==> config.mk <==
export PLATFORM = sky130hd
export DESIGN_NAME = latch_ex_mem
export DESIGN_NICKNAME = d
export VERILOG_FILES = /design/src/rtl/latch_ex_mem.sv
export SDC_FILE = /design/constraint.sdc
export NUM_CORES = 1
export LEC_CHECK = 0
export BUFFER_PORTS_ARGS = -buffer_cell sky130_fd_sc_hd__buf_2
export CAP_MARGIN = 15
export CORE_ASPECT_RATIO = 1.25
export CORE_MARGIN = 1.5
export CORE_UTILIZATION = 46
export DETAILED_ROUTE_END_ITERATION = 12
export PLACE_DENSITY = 0.88
export REMOVE_ABC_BUFFERS = 1
export SYNTH_ARGS = -nofsm -noshare
export SYNTH_HDL_FRONTEND = slang
export SYNTH_SLANG_ARGS = --single-unit
==> constraint.sdc <==
create_clock -name clk -period 1.67 [get_ports clk]
set_input_delay 0.2505 -clock clk [delete_from_list [all_inputs] [get_ports clk]]
set_output_delay 0.2505 -clock clk [all_outputs]
set_load 0.02 [all_outputs]
==> src/rtl/latch_ex_mem.sv <==
// latch_ex_mem: EX/MEM pipeline register with load/store alignment check and ALU bypass tap; EXMEM_DEBUG_EN adds o_dbg_count.
// Latency: 1 cycle, and fwd_* is combinational from the registered entry.
// Backpressure: stall holds every register, flush inserts a bubble, and flush wins over stall.
module latch_ex_mem #(
  parameter int NBITS = 32
) (
  input  logic             clk,
  input  logic             rst_n,
  input  logic             i_valid,
  input  logic             stall,
  input  logic             flush,
  input  logic [NBITS-1:0] result_op,
  input  logic             zero,
  input  logic [NBITS-1:0] store_data,
  input  logic [4:0]       reg_dest,
  input  logic [NBITS-1:0] pc_plus8,
  input  logic             mem_read,
  input  logic             mem_write,
  input  logic             reg_write,
  input  logic             mem_to_reg,
  input  logic             link,
  input  logic [1:0]       mem_width,
  input  logic             mem_unsigned,
  output logic             o_valid,
  output logic [NBITS-1:0] o_result,
  output logic             o_zero,
  output logic [NBITS-1:0] o_store_data,
  output logic [4:0]       o_reg_dest,
  output logic [NBITS-1:0] o_pc_plus8,
  output logic             o_mem_read,
  output logic             o_mem_write,
  output logic             o_reg_write,
  output logic             o_mem_to_reg,
  output logic             o_link,
  output logic [1:0]       o_mem_width,
  output logic             o_mem_unsigned,
  output logic             o_exc_misaligned,
  output logic [NBITS-1:0] o_bad_addr,
  output logic             fwd_valid,
  output logic [4:0]       fwd_reg,
  output logic [NBITS-1:0] fwd_data
`ifdef EXMEM_DEBUG_EN
  ,
  output logic [31:0]      o_dbg_count
`endif
);

  logic misalign;
  logic exc;

  // Width code 10 is treated as a word access.
  always_comb begin
    misalign = 1'b0;
    case (mem_width)
      2'b00:   misalign = 1'b0;
      2'b01:   misalign = result_op[0];
      default: misalign = |result_op[1:0];
    endcase
  end

  assign exc = i_valid & (mem_read | mem_write) & misalign;

  always_ff @(posedge clk or negedge rst_n) begin
    if (!rst_n) begin
      o_valid          <= 1'b0;
      o_result         <= '0;
      o_zero           <= 1'b0;
      o_store_data     <= '0;
      o_reg_dest       <= '0;
      o_pc_plus8       <= '0;
      o_mem_read       <= 1'b0;
      o_mem_write      <= 1'b0;
      o_reg_write      <= 1'b0;
      o_mem_to_reg     <= 1'b0;
      o_link           <= 1'b0;
      o_mem_width      <= '0;
      o_mem_unsigned   <= 1'b0;
      o_exc_misaligned <= 1'b0;
      o_bad_addr       <= '0;
    end else if (flush) begin
      o_valid          <= 1'b0;
      o_result         <= '0;
      o_zero           <= 1'b0;
      o_store_data     <= '0;
      o_reg_dest       <= '0;
      o_pc_plus8       <= '0;
      o_mem_read       <= 1'b0;
      o_mem_write      <= 1'b0;
      o_reg_write      <= 1'b0;
      o_mem_to_reg     <= 1'b0;
      o_link           <= 1'b0;
      o_mem_width      <= '0;
      o_mem_unsigned   <= 1'b0;
      o_exc_misaligned <= 1'b0;
      o_bad_addr       <= '0;
    end else if (!stall) begin
      o_valid          <= i_valid;
      o_result         <= result_op;
      o_zero           <= zero;
      o_store_data     <= store_data;
      o_reg_dest       <= reg_dest;
      o_pc_plus8       <= pc_plus8;
      // A faulting access must not touch memory or the register file.
      o_mem_read       <= i_valid & mem_read & ~exc;
      o_mem_write      <= i_valid & mem_write & ~exc;
      o_reg_write      <= i_valid & reg_write & ~exc;
      o_mem_to_reg     <= i_valid & mem_to_reg;
      o_link           <= i_valid & link;
      o_mem_width      <= mem_width;
      o_mem_unsigned   <= mem_unsigned;
      o_exc_misaligned <= exc;
      o_bad_addr       <= exc ? result_op : '0;
    end
  end

  // Loads cannot be bypassed from here: their data only exists after MEM.
  assign fwd_valid = o_valid & o_reg_write & ~o_mem_to_reg & (o_reg_dest != 5'd0);
  assign fwd_reg   = o_reg_dest;
  assign fwd_data  = o_link ? o_pc_plus8 : o_result;

`ifdef EXMEM_DEBUG_EN
  always_ff @(posedge clk or negedge rst_n) begin
    if (!rst_n) begin
      o_dbg_count <= 32'd0;
    end else if (!flush && !stall && i_valid) begin
      o_dbg_count <= o_dbg_count + 32'd1;
    end
  end
`endif

endmodule
; After elaboration in Yosys (flattened, before gate mapping)
; Cells that the tools add are included.
[totals]
wordCells = 69
input_bits = 115
output_inout_bits = 182
ff_bits = 144
[classes]
mux = 33
n_bitwise = 16
n_eq_ne = 2
n_reduce_logical = 3
[op_table]
columns = cell, n
row1 = $mux 32, 10
row2 = $mux 1, 18
row3 = $and 1x1->1, 13
row4 = $mux 5, 2
row5 = $reduce_bool 5->1, 1
row6 = $mux 2, 2
row7 = $eq 2x1->1 const B, 1
row8 = $logic_not 2->1, 1
row9 = $ne 2x1->1 const B, 1
row10 = $not 1->1, 2
row11 = $pmux 1 s2, 1
row12 = $reduce_or 2->1, 1
row13 = $or 1x1->1, 1

; Logic depth before layout (Yosys ltp)
[depth]
word_depth = 7
ltp_mapped = 5
depth_no_buf = 3

; Least setup slack after synthesis
; OpenSTA, ideal clock, no wires.
[synth_timing]
kind = register -> output
from = register o_link
to = output fwd_data[22]
required_ns = 1.419
path_buffers = 2
slack_ns = -0.010
arrival_time_ns = 1.430
stages_incl_launch_ff = 4
path_cell_list = dfrtp_1 > clkbuf_1 > clkbuf_1 > mux2_2
[synth_between]
elab_chain_cells = 1
[synth_lines]
columns = item, line
row1 = "start, declared", 34  ; output logic o_link,
row2 = "start signal, assigned", 108  ; o_link <= i_valid & link;
row3 = $mux 32, 119  ; assign fwd_data = o_link ? o_pc_plus8 : o_result;
row4 = "end, declared", 41  ; output logic [NBITS-1:0] fwd_data
; No other way between the ends.

; Worst setup path in the final report
[layout_timing]
from = register o_reg_dest[0], in the netlist fwd_reg[0]
to = output fwd_valid
[layout_between]
elab_chain_cells = 2
[layout_lines]
columns = item, line
row1 = "start, declared", 28  ; output logic [4:0] o_reg_dest,
row2 = "start signal, assigned", 101  ; o_reg_dest <= reg_dest;
row3 = $reduce_bool 5->1, 117  ; assign fwd_valid = o_valid & o_reg_write & ~o_mem_to_reg & (o_reg_dest != 5'd0);
row4 = $and 1x1->1, 117
row5 = "end, declared", 39  ; output logic fwd_valid,
; No other way between the ends.

==> qor.csv <==
metric;value;unit
drv_cap;0;
postRouteAntennaNets;0;
pre_cts_ws;0.178;ns
busiest_layer;met2;
synth_area;6090;µm²
grt_pass1_wl;26700;µm
mostFrequentLayoutCells;buf_2 (272), dfrtp_1 (143), nor2_1 (111);
dp_hpwl;11900;µm
slew_headroom;69.3;%
synthCells;484;
power;9.53;mW
end_kind;primary output;
cts_buffers;17;
synth-seq-cells;144;
routedWlPerCell;18.7;µm
dr.first_iter.drc_count;242;
dpl-instance-area;7820;µm²
hold_path_class;input pin to flop;
die_y;132;µm
stdcell_area;8790;µm²
synth.distinct_cells;22;
fin_ws;-0.201;ns
grt_usage;24.7;%
grt_max_degree;81;
diodes;0;
powerDensity;1080;nW/µm²
vias_per_cell;5.27;
drc;0;
initial_core_util;47.6;%
skew;0;ns
fin_cells;962;
final_core_util;68.8;%
syn_avg_cell_area;12.6;µm²
grt_pass1_vias;5209;
fp.coreArea;12800;µm²
met2_usage;43.0;%
violations;negative setup slack;
area_growth;44.4;%
clk_latency;0.41;ns
cts_num_sinks;144;
hold_viol_final;0;
setup_tns;-5.09;ns
final-setup-viol-count;33;
ys_warn_count;0;
crit_required;1.42;ns
gr-total-overflow;0;
fin_crit;1.87;ns
crit_arrival;1.62;ns
crit_type;flop to primary output;
dp_cells;924;
holdWs;0.0793;ns
clock_path_buffers;2;
hp-start;store_data[7];
timing.rr.end;o_link;
crit_path_start_kind;flop;
ir_drop;0.674;mV
io_pins;297;
reg2reg_slack;0.41;ns
cts_root_buf;clkbuf_16;
tritoncts;done;
htree_levels;4;
holdPathEnd;o_store_data[7];
mostFrequentLayoutCell;buf_2;
gp_congestion;0.783;
critPathMaxFanout;4;
status;finished, violations left;
r2r_cells;5;
dr.pass1.iters;4;
wirelength;18000;µm
port_buffers;296;
vias;5073;
rr_startpoint;o_link;
holdPathStages;3;
rsz0062_at_grt;true;
worst_pin_slew;0.461;ns
p_leak;5.00;nW
met3_usage;5.21;%
rows;46;
layout-drive-gt1-share;48.6;%
antenna_found_initial;0;
dieWidth;106;µm
grt_use_met1;28.4;%
die_area;13900;µm²
finalNetCount;897;
max_freq;534;MHz
yosysSeqAreaShare;59.2;%
clkTransAtPathRegs;0.06;ns
drv_slew;0;
finalCritPeriodShare;112;%
per-layer routing:
layer / vias to the layer above / wire (µm)
li1: 2272 / -
met1: 2494 / 6880
met2: 256 / 9320
met3: 51 / 1140
met4: 0 / 666
met5: - / 0
repair_timing:
item | 4_1_cts | 5_1_grt
hold buffers | 1 | 0
setup endpoints to repair | 33 | 33
gates cloned | 0 | 3
pin swaps | 3 | 1
gates resized for setup | 2 | 58
setup buffers | 1 | 2
endpoints found under the hold margin | 41 | 0
critical path: stages (launching register included):
cell and delay (ns):
dfrtp_1 0.40, or4_1 0.50, nor2_1 0.10, nor3_1 0.05, buf_2 0.16
area by class of cell:
| type | instances | area, µm² |
|---|---|---|
| clock buffers | 19 | 443 |
| well taps | 168 | 210 |
| flip-flops and latches | 144 | 3600 |
| clock inverters | 12 | 231 |
| multi-input cells | 299 | 2320 |
| repair buffers | 320 | 1980 |
| fillers | 925 | 3990 |
Yosys cell counts:
master    number  area share (%)
nor3b_4        1            0.31
clkbuf_1      14            0.86
a21oi_1        3            0.25
a32o_1         2            0.33
nor2b_1        3            0.31
a22oi_1        2            0.25
buf_1          2            0.12
dfrtp_1      144              59
a21o_1         1            0.12
o311ai_0       1            0.14
nor3_1         1           0.082
buf_6          4            0.74
mux2_2        32             5.9
or2_2          1            0.10
nand2_1        2            0.12
nor4b_4        1            0.39
or4_1          1            0.12
nor2_1       111             6.8
mux2i_1      105              17
buf_2         16             1.3
a22o_1        32             4.6
buf_4          5            0.62
logic make-up after synthesis:
kind of cell | after synthesis | share of synthesized area [%]
multiplexers | 137 | 23.2
buffers and inverters | 41 | 3.66
AO/OA/AOI/OAI | 41 | 5.69
AND/OR/NAND/NOR | 121 | 8.28
flip-flops | 144 | 59.2
power breakdown:
part / switching (mW) / internal, mW / total, mW
sequential: 0.126 / 3.65 / 3.78
clock: 1.50 / 2.85 / 4.36
combinational: 0.805 / 0.589 / 1.39
total: 2.44 / 7.10 / 9.53
worst max path at each step:
| stage | start | to | cells after the start |
|---|---|---|---|
| floorplan | o_link | fwd_data[0] | 1 |
| global placement | fwd_reg[0] | fwd_valid | 4 |
| detailed placement | flush | o_bad_addr[12] | 5 |
| CTS | fwd_reg[0] | fwd_valid | 4 |
| global route | fwd_reg[0] | fwd_valid | 4 |
| finish | fwd_reg[0] | fwd_valid | 4 |
No activity file was read; power rests on OpenSTA's default activity.
